--- config.mk ---
export PLATFORM = sky130hd
export DESIGN_NAME = mem2_seq_reader
export DESIGN_NICKNAME = d
export VERILOG_FILES = /design/src/rtl/mem2_seq_reader.sv
export SDC_FILE = /design/constraint.sdc
export NUM_CORES = 1
export LEC_CHECK = 0
export CORE_MARGIN = 2
export CORE_UTILIZATION = 44
export DETAILED_ROUTE_END_ITERATION = 6
export PLACE_DENSITY = 0.73
export SYNTH_ARGS = -nofsm -noshare
export SYNTH_HDL_FRONTEND = slang
export SYNTH_SLANG_ARGS = --single-unit
--- constraint.sdc ---
create_clock -name CLK -period 2.15 [get_ports CLK]
set_clock_uncertainty 0.15 [all_clocks]
set_input_delay 0.3225 -clock CLK [delete_from_list [all_inputs] [get_ports CLK]]
set_output_delay 0.3225 -clock CLK [all_outputs]
set_load 0.05 [all_outputs]
--- src/rtl/mem2_seq_reader.sv ---
// mem2_seq_reader: walks the RST pattern ROM from FIRST_ADDR to LAST_ADDR and
// streams each table bit out on a valid/ready handshake, counting zero bits
// and pulsing done_o once the last bit has been accepted.
// Optional build macro: MEM2_SEQ_REPEAT_EN -- when defined, playback loops
// continuously (DONE restarts at FIRST_ADDR) until abort_i or reset.
module mem2_seq_reader #(
    parameter int ADDR_W     = 10,
    parameter int FIRST_ADDR = 1,
    parameter int LAST_ADDR  = 21,
    parameter int CNT_W      = 5
) (
    input  logic              CLK,
    input  logic              RST_N,
    input  logic              start_i,
    input  logic              abort_i,
    output logic [ADDR_W-1:0] addr_o,
    input  logic              rst_bit_i,
    output logic              data_o,
    output logic              valid_o,
    input  logic              ready_i,
    output logic              busy_o,
    output logic              done_o,
    output logic [CNT_W-1:0]  zero_cnt_o
);

    localparam logic [ADDR_W-1:0] FIRST_A  = ADDR_W'(FIRST_ADDR);
    localparam logic [ADDR_W-1:0] LAST_A   = ADDR_W'(LAST_ADDR);
    localparam logic [CNT_W-1:0]  ZERO_MAX = '1;

    typedef enum logic [1:0] {
        S_IDLE  = 2'd0,
        S_FETCH = 2'd1,
        S_EMIT  = 2'd2,
        S_DONE  = 2'd3
    } state_t;

    state_t             state_q, state_d;
    logic [ADDR_W-1:0]  addr_q,  addr_d;
    logic               data_q,  data_d;
    logic               valid_q, valid_d;
    logic               busy_q,  busy_d;
    logic               done_q,  done_d;
    logic [CNT_W-1:0]   zero_q,  zero_d;

    logic               hs;

    assign hs = valid_q && ready_i;

    // Next-state and next-output logic; abort overrides everything but reset.
    always_comb begin
        state_d = state_q;
        addr_d  = addr_q;
        data_d  = data_q;
        valid_d = valid_q;
        zero_d  = zero_q;
        done_d  = 1'b0;

        if (abort_i) begin
            state_d = S_IDLE;
            valid_d = 1'b0;
        end else begin
            case (state_q)
                S_IDLE: begin
                    if (start_i) begin
                        addr_d  = FIRST_A;
                        zero_d  = '0;
                        state_d = S_FETCH;
                    end
                end
                S_FETCH: begin
                    // addr_q has been on the ROM for a full cycle; capture it.
                    data_d  = rst_bit_i;
                    valid_d = 1'b1;
                    state_d = S_EMIT;
                end
                S_EMIT: begin
                    if (hs) begin
                        valid_d = 1'b0;
                        if (!data_q && (zero_q != ZERO_MAX)) begin
                            zero_d = zero_q + CNT_W'(1);
                        end
                        if (addr_q == LAST_A) begin
                            state_d = S_DONE;
                            done_d  = 1'b1;
                        end else begin
                            addr_d  = addr_q + ADDR_W'(1);
                            state_d = S_FETCH;
                        end
                    end
                end
                S_DONE: begin
`ifdef MEM2_SEQ_REPEAT_EN
                    addr_d  = FIRST_A;
                    zero_d  = '0;
                    state_d = S_FETCH;
`else
                    state_d = S_IDLE;
`endif
                end
                default: begin
                    state_d = S_IDLE;
                    valid_d = 1'b0;
                end
            endcase
        end

        busy_d = (state_d != S_IDLE);
    end

    // State and output registers with synchronous active-low reset.
    always_ff @(posedge CLK) begin
        if (!RST_N) begin
            state_q <= S_IDLE;
            addr_q  <= '0;
            data_q  <= 1'b0;
            valid_q <= 1'b0;
            busy_q  <= 1'b0;
            done_q  <= 1'b0;
            zero_q  <= '0;
        end else begin
            state_q <= state_d;
            addr_q  <= addr_d;
            data_q  <= data_d;
            valid_q <= valid_d;
            busy_q  <= busy_d;
            done_q  <= done_d;
            zero_q  <= zero_d;
        end
    end

    assign addr_o     = addr_q;
    assign data_o     = data_q;
    assign valid_o    = valid_q;
    assign busy_o     = busy_q;
    assign done_o     = done_q;
    assign zero_cnt_o = zero_q;

endmodule

Word level (Yosys, flattened, before mapping)
Index checks and enable logic that the tools add are counted.
{ "totals": {"regBits": 21, "inputBits": 6, "out_inout_bits": 19, "wordCells": 51} }
{ "op_classes": {"addsub": 2, "n_eq_ne": 9, "muxes": 16, "bitwise": 4, "n_reduce_logical": 13} }
{ "ops": {"columns": ["op", "count"], "rows": [
  ["two-way mux 10 bit", 3],
  ["case mux 10 bit (2 select lines)", 1],
  ["two-way mux 5 bit", 3],
  ["adder 10 x 1 -> 10 bit, second input constant", 1],
  ["== test 10 x 5 -> 1 bit, second input constant", 1],
  ["case mux 5 bit (2 select lines)", 1],
  ["AND reduction 5 bit", 2],
  ["two-way mux 2 bit", 4],
  ["!= test 2 bit, second input constant", 4],
  ["case mux 2 bit (4 select lines)", 1],
  ["nonzero test 2 bit", 3],
  ["adder 5 x 1 -> 5 bit, second input constant", 1],
  ["!= test 5 bit, second input constant", 1],
  ["== test 2 bit, second input constant", 2],
  ["inverter 1 bit", 4],
  ["AND reduction 2 bit", 2],
  ["OR reduction 4 bit", 1],
  ["== test 2 x 1 -> 1 bit, second input constant", 1],
  ["logical AND 1 bit", 2],
  ["logical NOT 2 bit", 1],
  ["two-way mux 1 bit", 2],
  ["case mux 1 bit (2 select lines)", 1],
  ["OR reduction 2 bit", 1],
  ["logical NOT 1 bit", 1]
]} }

Depth between registers and ports, before layout
{ "depth": {"word_depth": 6, "mapped_depth": 7, "ltp_nobuf": 7} }

Least setup slack after synthesis
Ideal clock, no wire load.
{ "synth_path": {"path_type": "register to register", "start": "register addr_q[1], in the netlist addr_o[1]", "end": "register addr_q[7], in the netlist addr_o[7]", "setup_ns": 0.120, "t_arrival_ns": 2.065, "required_time_ns": 1.880, "setup_slack_ns": -0.185, "path_stages_with_launch": 8, "path_buffers": 1, "period_less_slack_ns": 2.335, "cell_sequence": "dfxtp_1 > inv_1 > ha_1 > nor4bb_1 > and4_1 > buf_2 > or4_4 > mux2i_1"} }
{ "synth_between": {"elab_chain_cells": 4, "elab_cells_between_ends": 7, "cone_classes": "1 x add/sub; 2 x eq/ne; 3 x mux; 1 x reduce/logical"} }
{ "synth_rtl": {"columns": ["element", "line", "source"], "rows": [
  ["start, declared", "38", "logic [ADDR_W-1:0] addr_q, addr_d;"],
  ["start signal, assigned", "122", "addr_q <= addr_d;"],
  ["adder 10 x 1 -> 10 bit", "86", "addr_d = addr_q + ADDR_W'(1);"],
  ["two-way mux 10 bit", "82", "if (addr_q == LAST_A) begin"],
  ["two-way mux 10 bit", "77", "if (hs) begin"],
  ["case mux 10 bit (2 select lines)", "62", "case (state_q)"]
]} }
Parallel ways exist; a longest one is shown, timed or not. The select of a mux whose other input is x is not followed.
A chain may end at the register's enable or synchronous reset.

Worst setup path after layout
{ "layout_path": {"start": "register zero_q[1], in the netlist zero_cnt_o[1]", "end": "register zero_q[0], in the netlist zero_cnt_o[0]"} }
{ "layout_between": {"elab_chain_cells": 4} }
{ "layout_rtl": {"columns": ["element", "line", "source"], "rows": [
  ["start, declared", "43", "logic [CNT_W-1:0] zero_q, zero_d;"],
  ["start signal, assigned", "127", "zero_q <= zero_d;"],
  ["!= test 5 bit", "79", "if (!data_q && (zero_q != ZERO_MAX)) begin"],
  ["logical AND 1 bit", "79", null],
  ["!= test 2 bit (no source line)", null, null],
  ["AND reduction 5 bit (no source line)", null, null]
]} }
No other way between the ends.

==> results list <==
- Antenna-violating nets left: 0
- Counting flops with a built-in enable in the synthesized netlist gives 0.
- Setup violations remaining at the end of the flow were counted as 0.
- From synthesis to final layout, the design area changed by 40.7%.
- Number of standard cells in the layout, taps in and fillers out: 197
* Total CTS buffers: 3
* Average cell area after synthesis: 8.64 um^2
- Post-synthesis cell area: roughly 0.0011 mm^2
* Via count of the first global-routing pass: 978
* Ports: 25
* Static leakage power: 0.541 nW
* Min-Delay Path Class: reg2reg
- Flop-to-flop setup slack: 50 ps
* Logic gate share of total power: 0.131
* Internal power: roughly 0.5 mW
- Hold_sp: valid_o
* Category of cells accounting for the largest share of critical-path delay: compound AO/OA/AOI/OAI gates
* Tot GR Track Use: 0.216
- Endpoint of the worst hold path: done_o
* Number of cells on the worst reg-to-reg path: 7
- The synthesized netlist contains 41 unique library cells.
- After synthesis, the share of flip-flops with an asynchronous set or reset is 0.
* Global placement routability congestion: between 0.9 and 1
- H-Tree Depth: 1
- Primary FF master, synth: dfxtp_1
- CTS saw 21 sinks.
- Counting instances, the worst hold path has a depth of 2.
- Yosys top cell by area: dfxtp_1
* Post-layout instance area: 0.00154 mm^2
* Ratio of cells with drive above 1 in the final layout: 0.198
- Data on the critical path is required at its endpoint by around 2300 ps.
* RSZ-0062 raised after global routing: true
- The library cell used most frequently in the layout, excluding fill and tap cells, is clkdlybuf4s50_1.
- Total number of vias: 1112
- Post-synth top area share: 0.383
- Of the synthesized area, sequential elements account for 0.383.
- Syn nets: approximately 140
- After the first detailed-routing iteration, the DRC count stood at 19.
- The flow ran to the end, and the final reports show no timing, DRC or antenna violations.
- Power density relative to cell area: ~440 mW/mm^2
* Wire length of the first global-routing pass: about 4500 um
- Largest driver fanout on the critical path: 6
* Effective utilization at floorplan: 0.455
- The share of total power dissipated in sequential elements is 0.583.
* Count of synthesis-stage warnings from yosys: 0
- After technology mapping, the gate count stands at around 130.
- TritonCTS built the clock tree.
* Maximum number of pins on one net before global-route repair: 12
* Final core occ: 0.641
- Number of buffer and inverter stages on the critical path: 0
- Tot Pwr: 0.682 mW
- Antenna violations before repair: 0
- Standard cell with the maximum stage delay on the critical path: dfxtp_4
- The number of pins with negative max-slew slack in the final report is 0.
* Flop and latch count out of synthesis: 21
- Count of unresolved DRC violations after routing: 0
- Synth top area cells: dfxtp_1, a21oi_1, ha_1
- The critical path in this run is classified as reg2reg.
- In this run the critical register-to-register path is captured at zero_cnt_o[0].
* Cell-by-cell listing of the critical path: ha_4 -> and3_4 -> ha_4 -> o21a_1 -> a211o_1 -> or3_1 -> a21oi_1
- Max-slew headroom: 0.661
* Post-CTS clock slew at the launch and capture registers of the worst setup and hold paths: about 120 ps
- Most frequent cells in the layout: clkdlybuf4s50_1, dfxtp_1, buf_4
- Period utilization: 0.976
- Startpoint class of the critical path: flip-flop
- Critical path capture point type: flip-flop
- In this run the number of cells on the critical path is 7.
- Number of nets in the layout: about 180
- Dividing the detail-routed via count by the number of cells gives roughly 5.6.
- After detailed placement, the design holds a cell count of 192.
- Counting along the longest clock path gives a buffer depth of 2.
- Counting I/O delays and the setup requirement, the final critical path takes between 2000 and 2500 ps.
* Core area: between 0.002 and 0.0025 mm^2
- Half-perimeter wire length of the detailed placement result: ~2100 um
- Height of the die: around 54 um
- Port buffering added 24 buffers.
- Achievable clock frequency: roughly 480 MHz
* Critical path's most frequent cell: ha_4
- Worst voltage drop across the vdd grid: 0.000408 V
- The die covers a little under 0.003 mm^2.
* X dimension of the die: 53.9 um
- Detailed-route wire length: about 2700 um
* Switching power total: about 0.18 mW
* Number of core rows: 18
* Master cell of the clock root buffer: clkbuf_4
- Fillers: between 150 and 200
* Worst-skew pair later-pin latency: around 310 ps
* Critical Path Max Stage Delay: ~380 ps
- Of the total power, the clock network draws 0.286.
* Avg WL per Cell: around 14 um
- ANT cells: 0
- The worst register-to-register path begins at zero_cnt_o[1].
* Arrival time worst endpoint: 2190 ps
- Count of maximum capacitance violations: 0
* GRT Residual Overflow: 0
- Standard cell area after detailed placement: between 0.001 and 0.0015 mm^2
- At the pin with the least slew margin, the transition time is approximately 510 ps.
* Sw Share: 0.258
- Count of TritonRoute iterations in the first routing pass: 4
- The hold violation total from the final report is 0.
## final cells by class
cell class,instances,area [um^2],area share
Timing Repair Buffer,39,358,0.232
Sequential cell,21,430,0.279
Clock buffer,4,26.3,0.0170
Multi-Input combinational cell,97,669,0.434
Tap cell,30,37.5,0.0243
Inverter,6,22.5,0.0146
## cells in the mapped netlist, types with 2 or more instances
cell       n
a211oi_1   2
a21oi_1   15
and3_1     2
dfxtp_1   21
ha_1       4
inv_1      5
mux2i_1    2
nand2_1   11
nand2b_1   2
nand3_1    7
nand4_1    4
nor2_1     4
nor3_1     6
o21ai_0    5
o31ai_1    4
or3_1      5
or4_1      4
## power groups by stage
| stage | sequential [mW] | combinational (mW) | clock [mW] |
|---|---|---|---|
| floorplan | 0.417 | 0.0357 | 0 |
| global placement | 0.408 | 0.0868 | 0 |
| detailed placement | 0.408 | 0.0884 | 0 |
| CTS | 0.399 | 0.0891 | 0.198 |
| global route | 0.399 | 0.0967 | 0.220 |
| finish | 0.398 | 0.0892 | 0.195 |
## through the flow
| stage | hold slack, ps | worst slack, ps | setup TNS, ps |
|---|---|---|---|
| 2_1_floorplan | 284 | 7.62 | 0 |
| 3_3_place_gp | 311 | -12.0 | -12.0 |
| 3_5_place_dp | 327 | -33.3 | -52.9 |
| 4_1_cts | 344 | 4.18 | 0 |
| 5_1_grt | 368 | -23.5 | -23.5 |
| 6_report | 354 | 51.8 | 0 |
## flip-flops by register name, indices dropped and copies added (netlist names)
register    cells
addr_o         10
zero_cnt_o      5
data_o          1
busy_o          1
valid_o         1
state_q         2
done_o          1
## logic make-up after synthesis
kind of cell / count (synthesis) / synth area share
AO/OA/AOI/OAI: 33 / 0.189
flip-flops: 21 / 0.383
multiplexers: 2 / 0.0182
AND/OR/NAND/NOR: 57 / 0.314
buffers and inverters: 9 / 0.0422
XOR/XNOR: 1 / 0.00798
adder cells (fa/ha/maj): 4 / 0.0456
## worst register-to-register path: cells and delay by family, from the launching register on
kind,cells,cell delay [ps]
adders and majority gates,2,310
and+or+nand+nor,2,560
AOI/OAI and AO/OA,3,630
DFF,1,380
## repair_timing
item | CTS | global route
pin swaps | 2 | 7
buffers inserted | 0 | 1
gates resized for setup | 0 | 10
hold buffers | 0 | 0
endpoints found under the setup margin | 1 | 5
## worst max-delay path by stage
| stage | end | slack [ps] | startpoint |
|---|---|---|---|
| after global placement | addr_o[7] | -10 | abort_i |
| final | zero_cnt_o[0] | 50 | zero_cnt_o[1] |
| after CTS | zero_cnt_o[3] | 4 | zero_cnt_o[0] |
| after floorplan | addr_o[7] | 8 | addr_o[1] |
| after detailed placement | addr_o[7] | -30 | ready_i |
| after global routing | zero_cnt_o[0] | -20 | zero_cnt_o[1] |
## layer usage
| layer | global-route usage | part of all wire | vias to the layer above |
|---|---|---|---|
| met3 | 0.0306 | 0.036 | 7 |
| li1 | - | - | 562 |
| met4 | 0.111 | 0.022 | 0 |
| met2 | 0.339 | 0.48 | 24 |
| met1 | 0.287 | 0.46 | 519 |
| met5 | 0 | 0 | - |
No activity file was read; power rests on OpenSTA's default activity.
